==> src/rtl/pkt_router_ctrl.sv <==
// Multi-input router controller: round-robin arbiter with optional packet lock,
// credit-based output flow control and a DELAY-deep read-latency pipeline.
module pkt_router_ctrl #(
    parameter int CLIENTS  = 4,
    parameter int WIDTH    = 32,
    parameter int DELAY    = 1,
    parameter int CREDITS  = 8,
    parameter int PKT_MODE = 1,
    parameter int IDW      = $clog2(CLIENTS)
) (
    input  logic                          clk,
    input  logic                          reset,
    input  logic [CLIENTS-1:0]            empty,
    input  logic [CLIENTS-1:0]            head_eop,
    output logic [CLIENTS-1:0]            pop,
    input  logic [CLIENTS*WIDTH-1:0]      data_in,
    input  logic                          credit_return,
    output logic                          push,
    output logic [WIDTH-1:0]              data_out,
    output logic                          eop_out,
    output logic [IDW-1:0]                src_id,
    output logic [$clog2(CREDITS+1)-1:0]  credits,
    output logic                          busy,
    output logic                          cred_err
);

    localparam int CW = $clog2(CREDITS+1);

    logic [IDW-1:0]   ptr;
    logic [IDW-1:0]   owner;
    logic             lock;
    logic [IDW-1:0]   grant;
    logic             grant_vld;
    logic             do_pop;
    logic [IDW-1:0]   ptr_next;
    logic [CW-1:0]    cred_q;
    int unsigned      cand;

    logic [DELAY:1]   vld;
    logic [DELAY:1]   eop_q;
    logic [IDW-1:0]   idx_q [1:DELAY];

    // While locked only the owner is eligible, even when it is empty (stall).
    always_comb begin
        grant     = '0;
        grant_vld = 1'b0;
        cand      = 0;
        if (lock) begin
            grant     = owner;
            grant_vld = !empty[owner];
        end else begin
            for (int unsigned i = 0; i < CLIENTS; i++) begin
                cand = (int'(ptr) + i) % CLIENTS;
                if (!grant_vld && !empty[cand]) begin
                    grant     = IDW'(cand);
                    grant_vld = 1'b1;
                end
            end
        end
    end

    assign do_pop   = grant_vld && (cred_q != '0) && !reset;
    assign pop      = do_pop ? (CLIENTS'(1) << grant) : '0;
    assign ptr_next = (grant == IDW'(CLIENTS-1)) ? '0 : grant + 1'b1;

    always_ff @(posedge clk) begin
        if (reset) begin
            ptr      <= '0;
            owner    <= '0;
            lock     <= 1'b0;
            cred_q   <= CW'(CREDITS);
            cred_err <= 1'b0;
        end else begin
            if (do_pop) begin
                ptr <= ptr_next;
                if (PKT_MODE != 0 && !head_eop[grant]) begin
                    lock  <= 1'b1;
                    owner <= grant;
                end else begin
                    lock  <= 1'b0;
                end
            end
            case ({do_pop, credit_return})
                2'b10: cred_q <= cred_q - 1'b1;
                2'b01: begin
                    if (cred_q == CW'(CREDITS)) cred_err <= 1'b1;
                    else                        cred_q   <= cred_q + 1'b1;
                end
                default: ;
            endcase
        end
    end

    always_ff @(posedge clk) begin
        if (reset) begin
            vld   <= '0;
            eop_q <= '0;
            for (int unsigned k = 1; k <= DELAY; k++) idx_q[k] <= '0;
        end else begin
            vld[1]   <= do_pop;
            eop_q[1] <= head_eop[grant];
            idx_q[1] <= grant;
            for (int unsigned k = 2; k <= DELAY; k++) begin
                vld[k]   <= vld[k-1];
                eop_q[k] <= eop_q[k-1];
                idx_q[k] <= idx_q[k-1];
            end
        end
    end

    assign push     = vld[DELAY] && !reset;
    assign src_id   = idx_q[DELAY];
    assign eop_out  = eop_q[DELAY];
    assign data_out = push ? data_in[int'(idx_q[DELAY])*WIDTH +: WIDTH] : '0;
    assign credits  = cred_q;
    assign busy     = lock | (|vld);

endmodule

==> config.mk <==
export PLATFORM = sky130hd
export DESIGN_NAME = pkt_router_ctrl
export DESIGN_NICKNAME = d
export VERILOG_FILES = /design/src/rtl/pkt_router_ctrl.sv
export SDC_FILE = /design/constraint.sdc
export NUM_CORES = 1
export LEC_CHECK = 0
export ABC_AREA = 0
export CORE_MARGIN = 2
export CORE_UTILIZATION = 31
export CTS_CLUSTER_SIZE = 20
export DETAILED_ROUTE_END_ITERATION = 7
export GPL_TIMING_DRIVEN = 0
export HOLD_SLACK_MARGIN = 0.12
export PLACE_DENSITY = 0.79
export SYNTH_ARGS = -nofsm -noshare
export SYNTH_HDL_FRONTEND = slang
export SYNTH_SLANG_ARGS = --single-unit
==> constraint.sdc <==
create_clock -name clk -period 4.3 [get_ports clk]
set_clock_uncertainty 0.05 [all_clocks]
set_input_delay 0.86 -clock clk [delete_from_list [all_inputs] [get_ports clk]]
set_output_delay 0.86 -clock clk [all_outputs]
set_load 0.01 [all_outputs]
==> summary.txt <==
STA
  • RSZ-0062 raised after global routing: no
  • Hold Vio Cnt, Final: 0
  • Setup TNS: 0 ns
  • Minimum clock period: between 3 and 4 ns
  • # setup viols final: 0
  • Period utilization: 91.15%
  • WHS: 0.4119 ns
  • F_max: 255.1 MHz
  • Least-Margin Pin Slew: 0.6475 ns
  • Max-slew headroom: 56.28%
  • Slew Viols, Final: 0

Finish
  • Share of cells above drive strength 1: 13.08%
  • Antenna Cells: 0
  • Filler cells: around 500
  • Layout Nets: 537
  • Commonest non-fill, non-tap cell in the layout: clkdlybuf4s50_1
  • Commonest cells after routing, fill and taps aside: clkdlybuf4s50_1 (180), and3_1 (33), mux4_2 (33)
  • Layout overhead on the synthesized area: 102.3%

Synthesis
  • Seq/Total Area, Yosys: 14.28%
  • Post-synth top area cell: mux4_2
  • Synthesized instance count: 202
  • Top cells by area, synth: mux4_2 (38%), dfxtp_1 (14%), and3_1 (11%), ha_1 (3.8%), nand2_1 (2.5%)
  • Post-synthesis register bit count: 14
  • Top cell type's share of synthesized area: about 38%
  • Syn Std Cell Area: 0.001963 sq mm
  • Synth Net Count: 348
  • Synth warn: 0
  • Post-Syn Area per Cell: 9.718 sq um
  • Distinct cells, synth: 42

Placement
  • GPL Wtd Cong: 0.9457
  • HPWL Detailed: 7.371 mm
  • Port Buffer Count: 184

CTS
  • Root Buffer: clkbuf_8
  • CTS buffer count: 3
  • Clk pin slew, worst setup/hold paths: 0.06 ns
  • Clock Latency Late Sink: roughly 0.25 ns
  • Clock tree buffer depth: 2
  • H-tree Lvls: 1
  • Total setup buffers inserted after CTS: 0
  • Sink Count: 14
  • TritonCTS clock tree: built

Global routing
  • Largest net degree at the start of global routing: 11
  • GR Layer Usage met3: a little over 4%
  • First-pass GRT wire length: 13.34 mm
  • Met1 GRT Util: 29.34%
  • Number of global-route vias before repair: 2385
  • GRT overflow: 0
  • Initial antenna violation count: 0
  • Global route hottest layer: met2
  • Global Route Usage Sum: 23.89%
  • M2 GR Usage: 42.76%

Power and ir drop
  • Clock share of power: 8.6%
  • Logic pwr share: 75.4%
  • P per Cell Area: 375.9 mW/mm^2
  • Seq pwr share: between 10% and 20%
  • Int Power: a little over 900 uW
  • Sw frac: between 30% and 40%
  • VDD IR-drop max: about 0.22 mV
  • P_leak: 0.001581 uW
  • Net Switching: 588.0 uW

Setup path
  • CP endpoint kind: primary output
  • Critical Path Start: empty[0]
  • Critical path launch point type: input pin
  • Data required time of the worst path: between 3 and 4 ns
  • Peak fanout along the critical path: 9
  • RR Endpoint: credits[3]$_SDFFE_PP1P_
  • Worst R2R Path Depth: 12
  • Crit path to: pop[1]
  • Worst EP arrival: 3.01 ns
  • Reg-to-reg setup timing slack: about 1.3 ns
  • Crit Reg-Reg Startpoint: owner[0]$_SDFFE_PP0P_
  • Critical path type: input pin to primary output

Routing
  • Detailed Routing Iterations Pass 1: 4
  • ANT nets after route: 0
  • Initial DRC Count: 61
  • Routed wire per std cell: 18.77 microns
  • Post-route DRC: 0
  • Routed vias: 2455
  • DR vias/cell: 5.280
  • Final wirelength: 8.726 mm

Status
  • Status: complete, no violations

Die
  • Core Box Area: roughly 0.006 sq mm
  • Rows: 28
  • Die Area: approximately 0.0070 sq mm
  • Top Ports: around 190
  • Die height: 83.58 microns
  • Die W: around 84 microns
  • Initial core utilization: 32.58%

Min path
  • Hold/Removal Path Class: flip-flop to flip-flop

Job
  • Max Cap Viol: 0
[power by group through the flow]
stage                     sequential (uW)  combinational, uW  clock, uW
after detailed placement              242               1120          0
after CTS                             240               1130        129
after floorplan                       243                652          0
final                                 238               1130        128
after global placement                240               1100          0
after global routing                  249               1220        133
[through the flow]
stage | cells | setup WS (ns) | power, uW | area [sq um] | utilization (%)
floorplan | 202 | 1.033 | 895.7 | 1963 | -
global placement | 461 | 0.07945 | 1340 | 3899 | 64.70
detailed placement | 461 | 0.05582 | 1365 | 3899 | 64.70
CTS | 465 | 0.04628 | 1496 | 3954 | 65.61
global route | 465 | 0.2875 | 1605 | 3971 | 65.91
finish | 465 | 0.3805 | 1493 | 3971 | 65.91
[kinds of logic (layout without fill, tap and decap cells)]
kind of cell,after synthesis,count (layout),synth area share (%)
multiplexers,34,34,38.43
XOR/XNOR,3,3,1.339
flip-flops,14,14,14.28
AND/OR/NAND/NOR,87,87,24.73
adder cells (fa/ha/maj),7,7,4.844
AO/OA/AOI/OAI,30,30,10.52
buffers and inverters,27,215,5.863
[critical path, stage by stage]
cell             delay, ns
dlymetal6s2s_1        0.19
mux4_2                0.48
and2_1                0.18
or3_1                 0.37
buf_6                 0.15
clkinv_2              0.10
and2_1                0.13
clkdlybuf4s50_1       0.55
[how the worst min path moves through the flow]
stage                          start               endpoint  slack (ns)  cells past startpoint
3_3_place_gp   cred_err$_SDFFE_PP0P_  cred_err$_SDFFE_PP0P_        0.40                      1
3_5_place_dp   cred_err$_SDFFE_PP0P_  cred_err$_SDFFE_PP0P_        0.40                      1
6_report       cred_err$_SDFFE_PP0P_  cred_err$_SDFFE_PP0P_        0.41                      1
5_1_grt        cred_err$_SDFFE_PP0P_  cred_err$_SDFFE_PP0P_        0.43                      1
4_1_cts        cred_err$_SDFFE_PP0P_  cred_err$_SDFFE_PP0P_        0.42                      1
2_1_floorplan    ptr[0]$_SDFFE_PP0P_    ptr[0]$_SDFFE_PP0P_        0.43                      2
[flip-flops by register name, summed over array words and instances, names as in the netlist]
| register | count |
|---|---|
| idx_q | 2 |
| cred_err | 1 |
| ptr | 2 |
| vld | 1 |
| credits | 4 |
| owner | 2 |
| lock | 1 |
| eop_out | 1 |
[per-layer routing]
layer / vias to the layer above / part of all wire, %
met5: - / 0
met2: 98 / 50
met1: 1180 / 40
met3: 14 / 6.6
li1: 1163 / -
met4: 0 / 2.6
[synth_stat cells]
cell       number
and3_1         33
mux4_2         33
dfxtp_1        14
nand2_1        13
clkbuf_1       12
nor2_1         10
inv_1           8
a21oi_1         6
and2_1          6
ha_1            6
nand2b_1        5
o21ai_0         5
buf_2           4
nor2b_1         4
or2_2           4
a211oi_1        3
nand4_1         3
nor3_1          3
a2111oi_0       2
a32oi_1         2
nor4_1          2
o211ai_1        2
o21a_1          2
xnor2_1         2
a21o_1          1
a311oi_1        1
a31oi_1         1
a32o_1          1
and3b_1         1
buf_1           1
buf_6           1
clkinv_2        1
fa_1            1
mux2_2          1
nand3_1         1
o21ai_2         1
o22ai_1         1
o311ai_0        1
o31ai_1         1
or3_1           1
or4_1           1
xor2_1          1
[final cells by class]
cell class | instances | area, sq um | share of cell area, %
inverter | 9 | 35.03 | 0.8822
sequential | 14 | 280.3 | 7.057
clock buffer | 4 | 55.05 | 1.386
tap | 75 | 93.84 | 2.363
timing repair buffer | 184 | 1852 | 46.63
buffer | 18 | 80.08 | 2.016
multi-input combinational | 161 | 1575 | 39.67
[timing repair]
action                     4_1_cts  5_1_grt
hold buffers                     0        0
gates resized for setup          0        6
setup endpoints to repair        0        4
(Power assumes the default switching activity.)
